**src/rtl/mux_rr_feeder.sv**
```systemverilog
// Two-channel round-robin arbiter feeding a single registered output slot.
// The slot refills in the same cycle that it drains, so there are no bubbles.
module mux_rr_feeder #(
  parameter int WIDTH = 8
) (
  input  logic             clk,
  input  logic             rst_n,
  input  logic             a_valid,
  input  logic [WIDTH-1:0] a_data,
  output logic             a_ready,
  input  logic             b_valid,
  input  logic [WIDTH-1:0] b_data,
  output logic             b_ready,
  output logic             select,
  output logic             out_valid,
  output logic [WIDTH-1:0] out_data,
  input  logic             out_ready
);

  typedef enum logic {
    EMPTY = 1'b0,
    FULL  = 1'b1
  } state_t;

  state_t state_q, state_d;
  logic   prio_q;
  logic   slot_free;
  logic   grant_a, grant_b;

  // NOTE: every signal written here gets a default first, so no path through
  // the block can leave one unassigned and infer a latch.
  always_comb begin
    grant_a   = 1'b0;
    grant_b   = 1'b0;
    state_d   = state_q;
    slot_free = (state_q == EMPTY) || out_ready;

    // Qualifying with rst_n keeps both readies low while reset is held.
    if (rst_n && slot_free) begin
      if (a_valid && (!b_valid || !prio_q)) begin
        grant_a = 1'b1;
      end else if (b_valid) begin
        grant_b = 1'b1;
      end
    end

    if (grant_a || grant_b) begin
      state_d = FULL;
    end else if (state_q == FULL && out_ready) begin
      state_d = EMPTY;
    end
  end

  assign a_ready   = grant_a;
  assign b_ready   = grant_b;
  assign out_valid = (state_q == FULL);

  // NOTE: sequential state uses non-blocking assignments, so every register
  // samples values from before the edge, regardless of statement order.
  always_ff @(posedge clk or negedge rst_n) begin
    if (!rst_n) begin
      state_q  <= EMPTY;
      prio_q   <= 1'b0;
      select   <= 1'b0;
      out_data <= '0;
    end else begin
      state_q <= state_d;
      // The payload and select load only on a grant. They hold while EMPTY
      // or stalled, and prio turns away from the channel just served.
      if (grant_a || grant_b) begin
        out_data <= grant_b ? b_data : a_data;
        select   <= grant_b;
        prio_q   <= grant_a;
      end
    end
  end

endmodule

```
**config.mk**
```make
export PLATFORM = sky130hd
export DESIGN_NAME = mux_rr_feeder
export DESIGN_NICKNAME = d
export VERILOG_FILES = /design/src/rtl/mux_rr_feeder.sv
export SDC_FILE = /design/constraint.sdc
export NUM_CORES = 1
export LEC_CHECK = 0
export CAP_MARGIN = 20
export CORE_MARGIN = 4
export CORE_UTILIZATION = 36
export DETAILED_ROUTE_END_ITERATION = 7
export GPL_TIMING_DRIVEN = 0
export PLACE_DENSITY = 0.81
export SETUP_SLACK_MARGIN = 0.02
export SKIP_CTS_REPAIR_TIMING = 1
export SYNTH_ARGS = -nofsm -noshare
export SYNTH_HDL_FRONTEND = slang
export SYNTH_SLANG_ARGS = --single-unit
```
**constraint.sdc**
```tcl
create_clock -name clk -period 1.35 [get_ports clk]
set_input_delay 0.3375 -clock clk [delete_from_list [all_inputs] [get_ports clk]]
set_output_delay 0.3375 -clock clk [all_outputs]
set_load 0.005 [all_outputs]
```
Yosys cells after proc, flatten, opt, wreduce, memory -nomap -nowiden
Cells that the tools add are included.
{ "totals": {"output_inout_bits": 12, "inputBits": 21, "elab_cells": 22, "regBits": 11} }
{ "op_classes": {"reduce_logical": 9, "muxes": 8, "bitwise_logic": 1} }
{ "ops": {"columns": ["cell", "n"], "rows": [
  ["$mux W8", 1],
  ["$mux W1", 7],
  ["$logic_and A1 B1 Y1", 3],
  ["$logic_or A1 B1 Y1", 3],
  ["$logic_not A1 Y1", 2],
  ["$reduce_bool A2 Y1", 1],
  ["$not A1 Y1", 1]
]} }

Longest topological paths before layout
Gate-level depths: netlist of the first run.
{ "depth": {"ltp_word": 7, "mapped_depth": 4, "ltp_nobuf": 3} }

Worst setup path before layout of the first run
Ideal clock, no wire load.
{ "synth_timing": {"path_kind": "in2reg", "startpoint": "input out_ready", "endpoint": "register out_data[0]", "stages": 4, "path_buffers": 1, "setup_ns": 0.126, "arrival_time_ns": 1.103, "t_required_ns": 1.224, "slack_ns": 0.121, "cell_sequence": "nand2b_4 and4_4 buf_6 a221o_1"} }
{ "synth_between": {"elab_chain_cells": 4, "elab_cells_between_ends": 6, "cone_classes": "mux (3); reduce/logical (3)"} }
{ "synth_lines": {"columns": ["item", "line_no", "source"], "rows": [
  ["start, declared", "17", "input logic out_ready"],
  ["$logic_or A1 B1 Y1", "36", "slot_free = (state_q == EMPTY) || out_ready;"],
  ["$logic_and A1 B1 Y1", "39", "if (rst_n && slot_free) begin"],
  ["$mux W1", "39", null],
  ["via a_ready", "10", "output logic a_ready,"],
  ["$logic_or A1 B1 Y1", "70", "if (grant_a || grant_b) begin"],
  ["end signal, assigned", "71", "out_data <= grant_b ? b_data : a_data;"],
  ["end, declared", "16", "output logic [WIDTH-1:0] out_data,"]
]} }
The timed path passes the listed nets, and every way through them passes these cells.
A chain may end at the register's enable or synchronous reset.

Final worst setup path of the first run
{ "layout_timing": {"startpoint": "register prio_q", "endpoint": "output b_ready"} }
{ "layout_between": {"elab_chain_cells": 5} }
{ "layout_lines": {"columns": ["item", "line_no", "source"], "rows": [
  ["start, declared", "26", "logic prio_q;"],
  ["start signal, assigned", "73", "prio_q <= grant_a;"],
  ["$logic_not A1 Y1", "40", "if (a_valid && (!b_valid || !prio_q)) begin"],
  ["$logic_or A1 B1 Y1", "40", null],
  ["$logic_and A1 B1 Y1", "40", null],
  ["$mux W1", "40", null],
  ["$mux W1", "39", null],
  ["end, declared", "13", "output logic b_ready,"]
]} }
No other way between the ends.

==> results.md, run 1 <==
- Status: finished, violations left
- Violated checks: setup timing
- Syn_nets: 72
- Clock sinks: 11
- Overall Global Routing Usage: 14.0%
- Final RePlAce weighted congestion: 0.684
- Num CTS Buffers: 3
- Vias in the first global route: 555
- Worst r2r src: out_valid
- Port Buffer Count: 32
- ANT nets after route: 0
- Clock root buffer: clkbuf_4
- Final setup violation count: 2
- Total grt overflow: 0
- Average wire per standard cell: 16.6 um
- IO Pins: 33
- CP max stage delay: 0.41 ns
- Final net count: 119
- Final Max Tran Viols: 0
- Tcrit/Tclk final: 118%
- Die H: 48.5 um
- Worst setup margin: -0.247 ns
- Initial Util: 38.8%
- Htree depth: 1
- Iter 0 DRT Violations: 11
- Final TNS setup: -0.375 ns
- Drt pass-1 iters: 4
- Total Power: 1.11 mW
- Setup crit end kind: output pin
- Detail Placement HPWL: 1.26 mm
- Area Growth Syn to Fin: 86.0%
- Synth warnings: 0
- Worst Path Max Fanout: 6
- Critical path data required time: 1.01 ns
- Cell area after synthesis: 591 sq um
- Switching Fraction: 27.9%
- Remaining routing DRC violations: 0
- Core area: 0.00152 sq mm
- Yosys reg bits: 11
- Hold WC Path Type: in2reg
- Post-route cell area: 0.00110 sq mm
- CP Launch Type: flip-flop
- Critical Path, Cell by Cell: nor2b_2, buf_6, and4b_2, clkbuf_2
- Comb power frac: 40.1%
- Clk pwr share: 20.4%
- Final Hold Vio Count: 0
- Fin util: 72.1%
- CP max stage cell: dfrtp_1
- Sequential area share after synthesis: 46.6%
- Clk buf depth: 2
- Maxcap violations: 0
- Initial antenna violation count: 0
- Via count: 594
- Worst slew pin tran: 0.528 ns
- Hold wc startpoint: out_ready
- Sequential power share: 39.5%
- Int Pwr: 0.803 mW
- Critical path startpoint: prio_q
- Leakage: 0.607 nW
- Worst-path clk slew: 0.07 ns
- WS Path Type: reg2out
- Worst vdd ir: 0.000913 V
- Vias/cell: 5.26
- First-pass GRT wire length: 2.66 mm
- Row Count: 14
- Clock Skews: 0.00243 ns
- Min cycle time layout: 1.60 ns
- Synth cell types: 17
- Largest net degree at the start of global routing: 16
- Final WL: 1.88 mm
- Worst skew pair latency: 0.27 ns
- Fmax: 626 MHz
- Rel. slew slack: 64.7%
- RSZ-0062 raised after global routing: true
- # diodes: 0
- PD cells: 1010 mW/mm^2
- Cell Area, Placed: 931 sq um
- Switch Pwr: 0.311 mW
- Die W: 48.5 um
- Full die area: 0.00235 sq mm
- Layout cells sized above 1: 32.0%
- CTS tree: done
- Post-Synthesis Cells: 51
- CP arrival: 1.26 ns
- Mean Syn Cell Area: 11.6 sq um
## stage by stage
| step | instances | hold slack (ns) | setup WS [ns] |
|---|---|---|---|
| floorplan | 51 | 0.0419 | 0.121 |
| global placement | 99 | 0.461 | -1.37 |
| detailed placement | 99 | 0.465 | -1.37 |
| CTS | 103 | 0.481 | -1.37 |
| global route | 113 | 0.430 | -0.293 |
| finish | 113 | 0.403 | -0.247 |
## synthesized netlist by cell type (all sizes together)
master	count	share of area [%]
a21o	1	1.3
a221o	8	14
a32o	1	1.7
and2b	1	1.3
and4	1	1.9
and4b	1	1.9
buf	4	5.5
clkbuf	1	0.63
dfrtp	11	47
nand2	10	6.4
nand2b	1	2.3
nand3	1	0.85
nor2b	1	1.1
nor4b	8	13
o211ai	1	2.1
## layout make-up
cell class,instances,area (sq um)
timing repair buffer,43,432
tap,16,20.0
clock buffer,4,26.3
buffer,4,32.5
multi-input combinational,35,313
fill,105,425
sequential,11,275
## sequential cells by signal (all words and copies together) (netlist names)
register,cells
select,1
prio_q,1
out_valid,1
out_data,8
## critical path: cells and delay by family (launching register included)
kind,cells,cell delay [ns]
buf+inv,2,0.23
simple gates,2,0.36
flops,1,0.41
## cell families after synthesis
family	synth area share, %
AOI/OAI and AO/OA	18.6
buffers and inverters	6.14
DFF	46.6
and+or+nand+nor	28.6
## power by group through the flow
stage,combinational [mW],sequential (mW),clock [mW]
after floorplan,0.147,0.449,0
after global placement,0.378,0.444,0
after CTS,0.387,0.441,0.232
final,0.447,0.440,0.227
after detailed placement,0.383,0.447,0
after global routing,0.475,0.447,0.254
## worst paths after layout
| check | endpoint | cells after the start | slack, ns |
|---|---|---|---|
| max | b_ready | 4 | -0.25 |
| max in group asynchronous | select | 2 | 0.35 |
| min reg2reg | select | 1 | 0.47 |
| min in group asynchronous | out_data[7] | 2 | 0.65 |
| min | out_valid | 3 | 0.40 |
| max reg2reg | out_data[3] | 4 | 0.03 |
## layer usage
metal | global-route usage, % | vias up | wire (um)
li1 | - | 291 | -
met1 | 19.1 | 279 | 869
met4 | 7.17 | 0 | 40
met2 | 20.2 | 20 | 877
met5 | 0 | - | 0
met3 | 3.68 | 4 | 88
## placed cells by master, fill, tap and decap left out, drive strengths merged
cell,n
buf,14
a32o,1
and4b,1
dlymetal6s2s,13
a21o,1
nand2,10
nand3,1
nand2b,1
clkbuf,7
o211ai,1
and2b,1
clkdlybuf4s50,16
a221o,8
dfrtp,11
nor2b,1
and4,1
dlygate4sd3,1
nor4b,8
Power figures use the tool's default switching activity.
==> inputs of run 2 (changes only) <==
Settings changed: ABC_AREA set to 1.
==> run 2 against run 1 <==
Effect of this change: the flow still finishes with violations (setup timing); highest routed layer unchanged; worst setup slack gained 0.046 ns; largest cell class unchanged; via count increased by 8.6%; clock skew grew 0.0017 ns; worst hold slack better by 0.024 ns; largest power group is now sequential cells; routed wire length shrank 6.2%.
==> results.md, run 2 <==
- Initial Util: 38.3% (was 38.8%)
- Total Power: 1.11 mW (about the same)
- Commonest non-fill, non-tap cells in the layout: nand3_1, clkdlybuf4s50_1, dlymetal6s2s_1 (was clkdlybuf4s50_1, dlymetal6s2s_1, dfrtp_1)
- Status: finished, violations left (unchanged)
- Via count: 645 (was 594)
- Setup crit end kind: output pin (unchanged)
- CP Launch Type: flip-flop (unchanged)
- Critical path data required time: 1.01 ns (about the same)
- XOR/XNOR Fraction of Synth Area: 0% (unchanged)
- IO Pins: 33 (unchanged)
- Pre-CTS WS: -1.28 ns (was -1.37 ns)
- Worst vdd ir: 0.000659 V (was 0.000913 V)
- Tcrit/Tclk final: 115% (was 118%)
- Num CTS Buffers: 3 (unchanged)
- Core area: 0.00152 sq mm (unchanged)
- Sequential power share: 40.8% (was 39.5%)
- Worst Path Max Fanout: 7 (was 6)
- Total grt overflow: 0 (unchanged)
- Vias/cell: 5.08 (was 5.26)
- Met1 Usage GRT: 18.7% (was 19.1%)
- Post-Synthesis Cells: 62 (was 51)
- Cell Area, Placed: 923 sq um (was 931 sq um)
- Final Max Tran Viols: 0 (unchanged)
- GRT busiest layer: met2 (unchanged)
- Post-synth top area cell: dfrtp_1 (unchanged)
- Max reg flops: 8 (unchanged)
- CP arrival: 1.21 ns (was 1.26 ns)
- RSZ-0062 raised after global routing: true (unchanged)
- Synth Area in Simple Gates: 42.7% (was 28.6%)
- Maxcap violations: 0 (unchanged)
- Min cycle time layout: 1.55 ns (was 1.60 ns)
- Violated checks: setup timing (unchanged)
- Met3 usage: 5.54% (was 3.68%)
- Final TNS setup: -0.341 ns (was -0.375 ns)
- CTS tree: done (unchanged)
- Remaining routing DRC violations: 0 (unchanged)
- Yosys reg bits: 11 (unchanged)
- Leading post-synthesis cells by cell area: dfrtp_1, nand3_1, nand2_1 (was dfrtp_1, a221o_1, nor4b_1)
- Clock Skews: 0.00411 ns (was 0.00243 ns)
- Vias in the first global route: 579 (was 555)
- Die W: 48.2 um (was 48.5 um)
- Worst setup margin: -0.201 ns (was -0.247 ns)
- Worst hold slack: 0.427 ns (was 0.403 ns)
- Leakage: 0.640 nW (was 0.607 nW)
- Mean Syn Cell Area: 9.40 sq um (was 11.6 sq um)
- Clk pwr share: 21.1% (was 20.4%)
- Row Count: 14 (unchanged)
- Syn_nets: 83 (was 72)
- EDFF count, synth: 0 (unchanged)
- Synth cell types: 15 (was 17)
- Worst skew pair latency: 0.27 ns (about the same)
- Synth warnings: 0 (unchanged)
- Switch Pwr: 0.343 mW (was 0.311 mW)
- Multiplexer share of the synthesized area: 0% (unchanged)
- Average wire per standard cell: 13.9 um (was 16.6 um)
- Placed insts: 110 (was 99)
- Async SR Flop Fraction: 100% (unchanged)
- Fin cells: 127 (was 113)
- Final RePlAce weighted congestion: 0.632 (was 0.684)
- Detail Placement HPWL: 1.16 mm (was 1.26 mm)
- Int Pwr: 0.767 mW (was 0.803 mW)
- Top cell type's share of synthesized area: 47.2% (was 46.6%)
- Clock root buffer: clkbuf_4 (unchanged)
- Final Hold Vio Count: 0 (unchanged)
- Switching Fraction: 30.9% (was 27.9%)
- ANT nets after route: 0 (unchanged)
- Drt pass-1 iters: 4 (unchanged)
- First-pass GRT wire length: 2.53 mm (was 2.66 mm)
- Sequential area share after synthesis: 47.2% (was 46.6%)
- Final WL: 1.76 mm (was 1.88 mm)
- Largest net degree at the start of global routing: 15 (was 16)
- Worst slew pin tran: 0.510 ns (was 0.528 ns)
- Rel. slew slack: 65.9% (was 64.7%)
- Port Buffer Count: 32 (unchanged)
- Main combinational cell family by area after synthesis: simple AND/OR/NAND/NOR gates (unchanged)
- Hold WC Path Type: in2reg (unchanged)
- Synthesized-area fraction occupied by adder cells: 0% (unchanged)
- Clk buf depth: 2 (unchanged)
- # diodes: 0 (unchanged)
- Clock sinks: 11 (unchanged)
- Fin util: 71.0% (was 72.1%)
- Area Growth Syn to Fin: 85.6% (was 86.0%)
- Fmax: 645 MHz (was 626 MHz)
- Initial antenna violation count: 0 (unchanged)
- Comb power frac: 38.1% (was 40.1%)
- Full die area: 0.00233 sq mm (was 0.00235 sq mm)
- Die H: 48.2 um (was 48.5 um)
- Synth Area in Compound Gates: 6.44% (was 18.6%)
- Most common cell after layout, fill and taps aside: nand3_1 (was clkdlybuf4s50_1)
- Final net count: 133 (was 119)
- Htree depth: 1 (unchanged)
- Leading cell types by count after synthesis: nand3_1, dfrtp_1, nand2_1 (was dfrtp_1, nand2_1, a221o_1)
- Register bank with the most flops: out_data (unchanged)
- Overall Global Routing Usage: 16.1% (was 14.0%)
- Post-route cell area: 0.00108 sq mm (was 0.00110 sq mm)
- Iter 0 DRT Violations: 8 (was 11)
- WS Path Type: reg2out (unchanged)
- Worst-path clk slew: 0.07 ns (about the same)
- Cell area after synthesis: 583 sq um (was 591 sq um)
- Count leader, synth: nand3_1 (was dfrtp_1)
- Synth Flop Type: dfrtp_1 (unchanged)
- Layout cells sized above 1: 29.7% (was 32.0%)
- Met2 Usage GRT: 26.0% (was 20.2%)
- Final setup violation count: 2 (unchanged)
- PD cells: 1030 mW/mm^2 (was 1010 mW/mm^2)
run 2: changes by cell type after synthesis, sizes merged, moves of 2 or more:
cell,change
inv,+5
nand3,+25
nor4b,-8
nor2,+2
o21ai,+2
a221o,-8
buf,-4
nand2,+4
run 2: worst paths after layout:
path	from	endpoint	slack [ns]	cells after the start
setup / recovery	out_valid	b_ready	-0.20	4
hold / removal	out_ready	out_valid	0.43	4
setup reg to reg	out_valid	out_data[5]	0.09	7
hold reg to reg	out_data[1]	out_data[1]	0.52	2
max in group asynchronous	rst_n	out_valid	0.29	2
min in group asynchronous	rst_n	out_data[2]	0.68	2
run 2: logic make-up (layout without fill, tap and decap cells):
logic type      after synthesis  after routing
compound gates                4              4
flops                        11             11
buf+inv                       5             54
simple gates                 42             42
run 2: final cells by class:
class | instances | area [sq um]
timing repair buffer | 45 | 444
fill | 111 | 442
multi-input combinational | 46 | 294
sequential | 11 | 277
clock buffer | 4 | 26.3
inverter | 5 | 21.3
tap | 16 | 20.0
run 2: layer usage:
metal  wire length (um)  vias up
li1                   -      311
met1                741      303
met2                831       29
met3                172        2
met4                 15        0
met5                  0        -
run 2: critical path, stage by stage, from the launching register on:
cell,delay [ns]
dfrtp_2,0.45
nand2_4,0.09
nand3_4,0.11
nor2_8,0.18
buf_6,0.11
run 2: power groups by stage:
stage	logic (mW)	clock network [mW]	registers, mW
after global placement	0.392	0	0.453
after CTS	0.401	0.237	0.453
after floorplan	0.149	0	0.460
final	0.423	0.234	0.453
after detailed placement	0.400	0	0.457
after global routing	0.469	0.252	0.465
